`src/rtl/rsa_job_sequencer.sv`:
```
// Job sequencer for one RSA control core: accepts a job, runs the inverter and
// mod-exp phases with stale-finish guard and timeout, then returns the result.
module rsa_job_sequencer #(
  parameter int WIDTH          = 128,
  parameter int TIMEOUT_CYCLES = 4096
) (
  input  logic               clk,
  input  logic               reset_n,
  input  logic               req_valid,
  output logic               req_ready,
  input  logic [WIDTH-1:0]   req_p,
  input  logic [WIDTH-1:0]   req_q,
  input  logic               req_encrypt_decrypt,
  input  logic [2*WIDTH-1:0] req_msg,
  output logic               rsp_valid,
  input  logic               rsp_ready,
  output logic [2*WIDTH-1:0] rsp_msg,
  output logic               rsp_timeout,
  output logic               busy,
  output logic [WIDTH-1:0]   core_p,
  output logic [WIDTH-1:0]   core_q,
  output logic               core_encrypt_decrypt,
  output logic [2*WIDTH-1:0] core_msg_in,
  output logic               core_reset_inverter,
  output logic               core_reset_mod_exp,
  input  logic               core_inverter_finish,
  input  logic               core_mod_exp_finish,
  input  logic [2*WIDTH-1:0] core_msg_out
);

  localparam int            CW       = (TIMEOUT_CYCLES > 0) ? $clog2(TIMEOUT_CYCLES + 1) : 1;
  localparam logic [CW-1:0] TO_LIMIT = CW'(TIMEOUT_CYCLES);
  localparam bit            TO_EN    = (TIMEOUT_CYCLES != 0);

  typedef enum logic [2:0] {
    IDLE, INV_RST, INV_WAIT, EXP_RST, EXP_WAIT, RESP
  } state_t;

  state_t        state, next_state;
  logic [CW-1:0] cnt;
  logic          armed;
  logic          in_wait, finish_sel, finish_hit, timeout_hit;

  always_ff @(posedge clk or negedge reset_n) begin
    if (!reset_n) state <= IDLE;
    else          state <= next_state;
  end

  // armed is low only on the first edge of a wait state, masking a stale finish
  always_comb begin
    next_state  = state;
    in_wait     = (state == INV_WAIT) || (state == EXP_WAIT);
    finish_sel  = (state == INV_WAIT) ? core_inverter_finish : core_mod_exp_finish;
    finish_hit  = in_wait && armed && finish_sel;
    timeout_hit = in_wait && !finish_hit && TO_EN && (cnt == TO_LIMIT);
    case (state)
      IDLE:     if (req_valid) next_state = INV_RST;
      INV_RST:  next_state = INV_WAIT;
      INV_WAIT: begin
        if (finish_hit)       next_state = EXP_RST;
        else if (timeout_hit) next_state = RESP;
      end
      EXP_RST:  next_state = EXP_WAIT;
      EXP_WAIT: if (finish_hit || timeout_hit) next_state = RESP;
      RESP:     if (rsp_ready) next_state = IDLE;
      default:  next_state = IDLE;
    endcase
  end

  assign req_ready = (state == IDLE);
  assign busy      = (state != IDLE);

  always_ff @(posedge clk or negedge reset_n) begin
    if (!reset_n) begin
      cnt   <= '0;
      armed <= 1'b0;
    end else if (!in_wait || (next_state != state)) begin
      cnt   <= '0;
      armed <= 1'b0;
    end else begin
      armed <= 1'b1;
      if (TO_EN) cnt <= cnt + CW'(1);
    end
  end

  // Pulses and rsp_valid are registered decodes of the upcoming state
  always_ff @(posedge clk or negedge reset_n) begin
    if (!reset_n) begin
      core_p               <= '0;
      core_q               <= '0;
      core_encrypt_decrypt <= 1'b0;
      core_msg_in          <= '0;
      core_reset_inverter  <= 1'b0;
      core_reset_mod_exp   <= 1'b0;
      rsp_valid            <= 1'b0;
      rsp_msg              <= '0;
      rsp_timeout          <= 1'b0;
    end else begin
      core_reset_inverter <= (next_state == INV_RST);
      core_reset_mod_exp  <= (next_state == EXP_RST);
      rsp_valid           <= (next_state == RESP);
      if ((state == IDLE) && req_valid) begin
        core_p               <= req_p;
        core_q               <= req_q;
        core_encrypt_decrypt <= req_encrypt_decrypt;
        core_msg_in          <= req_msg;
      end
      if ((state == EXP_WAIT) && finish_hit) begin
        rsp_msg     <= core_msg_out;
        rsp_timeout <= 1'b0;
      end else if (timeout_hit) begin
        rsp_msg     <= '0;
        rsp_timeout <= 1'b1;
      end
    end
  end

endmodule

```
`config.mk`:
```
export PLATFORM = sky130hd
export DESIGN_NAME = rsa_job_sequencer
export DESIGN_NICKNAME = d
export VERILOG_FILES = /design/src/rtl/rsa_job_sequencer.sv
export SDC_FILE = /design/constraint.sdc
export NUM_CORES = 1
export LEC_CHECK = 0
export CAP_MARGIN = 15
export CORE_AREA = 8 8 598 600
export DETAILED_ROUTE_END_ITERATION = 7
export DIE_AREA = 0 0 606 608
export PLACE_DENSITY_LB_ADDON = 0.3
export SYNTH_ARGS = -nofsm -noshare
export SYNTH_HDL_FRONTEND = slang
export SYNTH_SLANG_ARGS = --single-unit
```
`constraint.sdc`:
```
create_clock -name clk -period 1.8 [get_ports clk]
set_input_delay 0.36 -clock clk [delete_from_list [all_inputs] [get_ports clk]]
set_output_delay 0.36 -clock clk [all_outputs]
set_load 0.1 [all_outputs]
```
==> results of run 1 <==
worst max-delay path by stage:
stage	from	to	slack (ns)	depth (start not counted)
after global routing	state[0]	req_ready	-0.47	5
after detailed placement	req_valid	core_q[109]	-0.67	6
final	state[0]	core_q[103]	-0.41	8
after CTS	state[0]	req_ready	-0.48	5
after floorplan	state[2]	core_p[100]	-0.02	6
after global placement	req_valid	core_q[109]	-0.67	6
worst register-to-register path: cells and delay by family (launching register included):
family	cells	cell delay (ns)
mux	1	0.35
simple gates	1	0.29
flops	1	0.39
buf+inv	6	1.10
cells in the final DEF, fill, tap and decap left out, types with 10 or more instances in the layout:
cell type	n
nand2_1	492
dfrtp_2	47
clkinv_2	12
o21ai_1	20
o21ai_2	188
clkdlybuf4s50_1	773
buf_12	847
mux2_4	12
xnor2_1	10
clkbuf_1	24
buf_6	30
buf_8	25
buf_4	125
mux2_2	501
dlygate4sd3_1	145
nand2_2	26
clkbuf_16	147
dfrtp_1	743
clkbuf_8	20
nor2_1	18
o21ai_0	39
diode_2	36
buf_16	38
stage by stage:
step                      hold WS, ns  utilization [%]  std cells
after detailed placement        0.352             17.3       8483
after CTS                     0.00103             19.5       8920
after global routing           0.0306             20.0       8973
final                           0.107             20.0       9004
after global placement          0.355             17.3       8483
after floorplan                0.0644                -       2303
state kept, by name, summed over array words and instances, names as in the netlist:
register,cells
core_msg_in,256
rsp_msg,256
core_p,128
core_q,128
cnt,13
state,3
armed,1
core_encrypt_decrypt,1
core_reset_inverter,1
core_reset_mod_exp,1
rsp_timeout,1
rsp_valid,1
final cells by class:
cell class                 count  share of cell area (%)
clock buffer                 159                    4.66
inverter                       7                  0.0432
timing repair buffer        2016                    42.7
sequential                   790                    28.5
tap                         4599                    8.27
antenna                       36                   0.129
clock inverter                34                   0.604
multi-input combinational   1363                    15.1
cells by family (layout without fill, tap and decap cells):
logic type               Yosys count  after routing
AO/OA/AOI/OAI                    263            263
other                              0             36
adder cells (fa/ha/maj)            2              2
XOR/XNOR                          12             12
buffers and inverters            152           2216
AND/OR/NAND/NOR                  571            573
flip-flops                       790            790
multiplexers                     513            513
per-layer routing:
| metal | wire length [um] | GRT usage (%) | up-vias | part of all wire [%] |
|---|---|---|---|---|
| li1 | - | - | 11876 | - |
| met1 | 97700 | 14.7 | 14293 | 34 |
| met2 | 145000 | 26.5 | 1434 | 51 |
| met3 | 29300 | 6.47 | 497 | 10 |
| met4 | 11700 | 4.68 | 68 | 4.1 |
| met5 | 469 | 0 | - | 0.16 |
what timing repair did:
item	4_1_cts	5_1_grt
pin swaps	123	79
cloned	41	37
hold buffers	145	0
resized for setup	445	242
endpoints found under the hold margin	471	0
setup endpoints to repair	1525	1561
buffers inserted	58	36
==> results_dict.tcl, run 1 <==
set metrics [dict create \
    outcome "finished, violations left" \
    violations "setup timing" \
    yosys.area_share.simple_pct 7.44 \
    clockRootBuffer "clkbuf_16" \
    pre_cts_ws_ns -0.666 \
    multi_input_area_um2 10500 \
    dr.pass1.iters 6 \
    track_usage_pct 14.5 \
    slew-limit-headroom_pct 68.7 \
    ys_ff_latch 790 \
    area_growth_pct 131 \
    max_stage_delay_ns 0.39 \
    num_rows 217 \
    io_buffers 1549 \
    layout-drive-gt1-share_pct 47.4 \
    finalMaxSlewViolations 0 \
    die_x_um 606 \
    synth_top_family_by_area "multiplexers" \
    core_area_um2 348000 \
    die_h_um 608 \
    worstPathRequired_ns 2.51 \
    viasPerCell 3.13 \
    timing_hold_violations_final 0 \
    grt_pass1_vias 29720 \
    cts_buffer_depth 4 \
    start_kind "flop" \
    reg2regPathDepth 8 \
    antenna_found_initial 191 \
    setup_ws_ns -0.414 \
    min_from "core_msg_out[224]" \
    critical_path.max_fanout 22 \
    cts_sinks 790 \
    seq_area_um2 19800 \
    r2r_start "state[0]" \
    cp_cell_sequence "buf_4 > nor4b_4 > buf_4 > buf_16 > buf_12 > clkbuf_16 > buf_12 > mux2_2" \
    layout.nets 5068 \
    cp_num_buf_inv 6 \
    min_to "rsp_msg[224]" \
    htree_levels 3 \
    synth_nets 3080 \
    synth_ff_type "dfrtp_1" \
    clk_latency_ns 0.86 \
    setup_violations 1158 \
    top_level_ports 1550 \
    skew_ns 0.0726 \
    worstSetupPathType "flop to flop" \
    cp_top_family "buffers and inverters" \
    rsz0062_at_grt "yes" \
    vias 28168 \
    synth_most_common_cell "dfrtp_1" \
    fmax_mhz 452 \
    synth.area.top_cells "dfrtp_1, mux2_2, nand2_1, o21ai_0, buf_2" \
    fillerInstances 37417 \
    synth_commonest_cells "dfrtp_1, nand2_1, mux2_2" \
    period_share_pct 123 \
    synth_xor_area_share_pct 0.348 \
    avgRoutedWirePerCell_um 31.6 \
    grt-ovfl-total 0 \
    critPathArrivalTime_ns 2.93 \
    synth-async-reset-ratio_pct 100 \
    numCtsBuffers 113 \
    cts_tree "done" \
    synth_warnings 0 \
    synth_compound_area_share_pct 4.67 \
    synth_top_cell_by_area "dfrtp_1" \
    postRouteAntennaNets 0 \
    reg2reg_to "core_q[103]" \
    tns_ns -235.41 \
    synth_area_um2 30200 \
    drc_errors 0 \
    dieArea_um2 368000 \
    period_needed_ns 2.21 \
    syn_area_per_cell_um2 13.1 \
    totalWireLength_mm 284 \
    end_kind "flop" \
    hpwl_mm 237 \
    initial_core_util_pct 8.67 \
    place_congestion 0.925 \
    slowest_stage "dfrtp_1" \
    grt_max_degree 70 \
    rrSetupSlack_ns -0.41 \
    synth.area.mux_share_pct 19.1 \
    min_path_cells 3 \
    grt_pass1_wl_mm 348 \
    placed_area_um2 60200 \
    drtIter0Drc 1676 \
    fin_area_um2 69600 \
    tightestPinTransition_ns 0.469 \
    clkTransAtPathRegs_ns 0.06 \
    synthCells 2303 \
    hp-class "input pin to flop" \
    synth_edf_count 0 \
    maxCapViolCount 0 \
    synth_top_area_share_pct 65.5 \
    yosysUniqueCellTypes 36 \
    ys_seq_area_share_pct 65.5 \
    synthAdderAreaFrac_pct 0.0829 \
]
Power of run 1 is not shown: default switching activity piles up to over one toggle a cycle in this logic, so the estimate is an artifact.
==> run 2: changes to the inputs <==
--- a/constraint.sdc
+++ b/constraint.sdc
@@ -3,2 +3,2 @@
 set_output_delay 0.36 -clock clk [all_outputs]
-set_load 0.1 [all_outputs]
+set_load 0.01 [all_outputs]
==> run 2 against run 1 <==
The flow still finishes with violations (setup timing). Sequential cell count is the same. Sequential share of layout area rose by 4.1 points. Non-clock buffer count up 44. Register-to-register slack improved by 0.03 ns. Hold slack worse by 0.024 ns. Fmax up 1.2%. Setup slack improved by 0.026 ns. First-iteration DRC count is 3.3% lower. Wire length is essentially flat. Design area fell by 13%.
==> results_dict.tcl, run 2 (synthesis gave the netlist of run 1 again) <==
set metrics [dict create \
    outcome "finished, violations left" \
    violations "setup timing" \
    tightestPinTransition_ns 0.730 \
    worstSetupPathType "flop to flop" \
    drc_errors 0 \
    multi_input_area_um2 10400 \
    start_kind "flop" \
    leakage_nw 25.5 \
    critPathArrivalTime_ns 2.87 \
    setup_violations 808 \
    clockRootBuffer "clkbuf_16" \
    fmax_mhz 457 \
    top_regs "core_msg_in: 256 flops, rsp_msg: 256 flops" \
    period_needed_ns 2.19 \
    r2r_start "state[0]" \
    avgRoutedWirePerCell_um 31.3 \
    max_stage_delay_ns 0.40 \
    crit_top_cell "buf_12" \
    antenna_found_initial 269 \
    cts_tree "done" \
    place_congestion 0.884 \
    drtIter0Drc 1621 \
    cts_sinks 790 \
    grt-ovfl-total 0 \
    totalWireLength_mm 284 \
    io_buffers 1549 \
    finalMaxSlewViolations 0 \
    min_path_cells 3 \
    cp_cell_sequence "buf_6 > nor4b_4 > buf_12 > buf_16 > buf_12 > buf_16 > buf_12 > mux2_2" \
    die_h_um 608 \
    final_common_cell "clkdlybuf4s50_1" \
    reg2reg_to "core_p[61]" \
    layout.nets 5111 \
    htree_levels 3 \
    critical_path.max_fanout 19 \
    critPathLaunch "state[0]" \
    fillerInstances 38316 \
    slowest_stage "dfrtp_1" \
    core_area_um2 348000 \
    viasPerCell 3.12 \
    track_usage_pct 14.4 \
    numCtsBuffers 114 \
    tns_ns -220.35 \
    grt_pass1_vias 29053 \
    top_level_ports 1550 \
    grt_max_degree 87 \
    rrSetupSlack_ns -0.39 \
    grt_pass1_wl_mm 343 \
    hp-class "input pin to flop" \
    initial_core_util_pct 8.67 \
    worstPathRequired_ns 2.48 \
    end_kind "flop" \
    fin_area_um2 60700 \
    area_growth_pct 101 \
    die_x_um 606 \
    timing_hold_violations_final 0 \
    seq_area_um2 19800 \
    vias 28345 \
    dieArea_um2 368000 \
    rsz0062_at_grt "yes" \
    clk_latency_ns 0.86 \
    final_util_pct 17.4 \
    num_rows 217 \
    maxCapViolCount 0 \
    layout-drive-gt1-share_pct 45.0 \
    layout_common_cells "clkdlybuf4s50_1, dfrtp_1, nand2_1" \
    pre_cts_ws_ns -0.719 \
    setup_ws_ns -0.388 \
    dr.pass1.iters 6 \
    reg2regPathDepth 8 \
    hpwl_mm 244 \
    slew-limit-headroom_pct 51.2 \
    cp-endpoint "core_p[61]" \
    clkTransAtPathRegs_ns 0.06 \
    period_share_pct 122 \
    irDropWorstVdd_v 0.000860 \
    skew_ns 0.0525 \
    cts_buffer_depth 4 \
    postRouteAntennaNets 0 \
    power-per-cell-area_nw_per_um2 1800 \
    placed_area_um2 52200 \
]
-- run 2: cell types whose count changed in the layout (fill, tap and decap cells not counted), sizes merged --
cell         before   now
bufbuf            1     0
inv               8    13
or2               3     1
clkinv           17    29
bufinv            7    11
dlygate4sd3     145   138
clkbuf          191   189
diode            36    53
buf            1065  1113
clkinvlp          9     4
-- run 2: metrics by stage --
step | std cells | hold slack, ns | power (W)
floorplan | 2303 | 0.0644 | 0.0460
global placement | 8482 | 0.306 | 0.0823
detailed placement | 8482 | 0.309 | 0.0827
CTS | 8948 | 0.000269 | 0.110
global route | 9032 | 0.0150 | 0.115
finish | 9073 | 0.0828 | 0.109
-- run 2: timing repair --
action | CTS | global route
hold buffers | 138 | 0
setup buffers | 125 | 29
gates resized for setup | 3581 | 347
setup endpoints to repair | 1536 | 1331
gates cloned | 0 | 45
pin swaps | 2 | 76
endpoints found under the hold margin | 598 | 0
-- run 2: per-layer routing --
layer / vias to the layer above / global-route usage, % / share of wire (%)
met4: 106 / 3.57 / 3.3
met3: 593 / 7.35 / 12
met1: 14215 / 13.8 / 33
li1: 11966 / - / -
met2: 1465 / 26.9 / 52
met5: - / 0 / 0.24
-- run 2: cell type report --
cell class	count	area share (%)
antenna	53	0.218
multi-input combinational	1361	17.1
clock buffer	153	5.22
tap	4599	9.48
timing repair buffer	2060	34.3
clock inverter	50	0.985
inverter	7	0.0433
sequential	790	32.6
-- run 2: where the power goes --
part / total, W / switching [W] / internal, W
clock: 0.0231 / 0.00924 / 0.0139
sequential: 0.0343 / 0.00745 / 0.0268
combinational: 0.0520 / 0.0251 / 0.0269
-- run 2: how the worst min path moves through the flow --
| stage | startpoint | end | slack, ns |
|---|---|---|---|
| 2_1_floorplan | reset_n | armed | 0.06 |
| 3_3_place_gp | reset_n | core_reset_mod_exp | 0.31 |
| 3_5_place_dp | reset_n | core_reset_mod_exp | 0.31 |
| 6_report | core_msg_out[86] | rsp_msg[86] | 0.08 |
| 5_1_grt | core_msg_out[65] | rsp_msg[65] | 0.01 |
| 4_1_cts | core_msg_out[86] | rsp_msg[86] | 0.0003 |
-- run 2: critical path, delay by kind of cell, from the launching register on --
family                 cells  cell delay, ns
muxes                      1            0.35
DFF                        1            0.40
and+or+nand+nor            1            0.31
buffers and inverters      6            0.89
(Power assumes the default switching activity.)
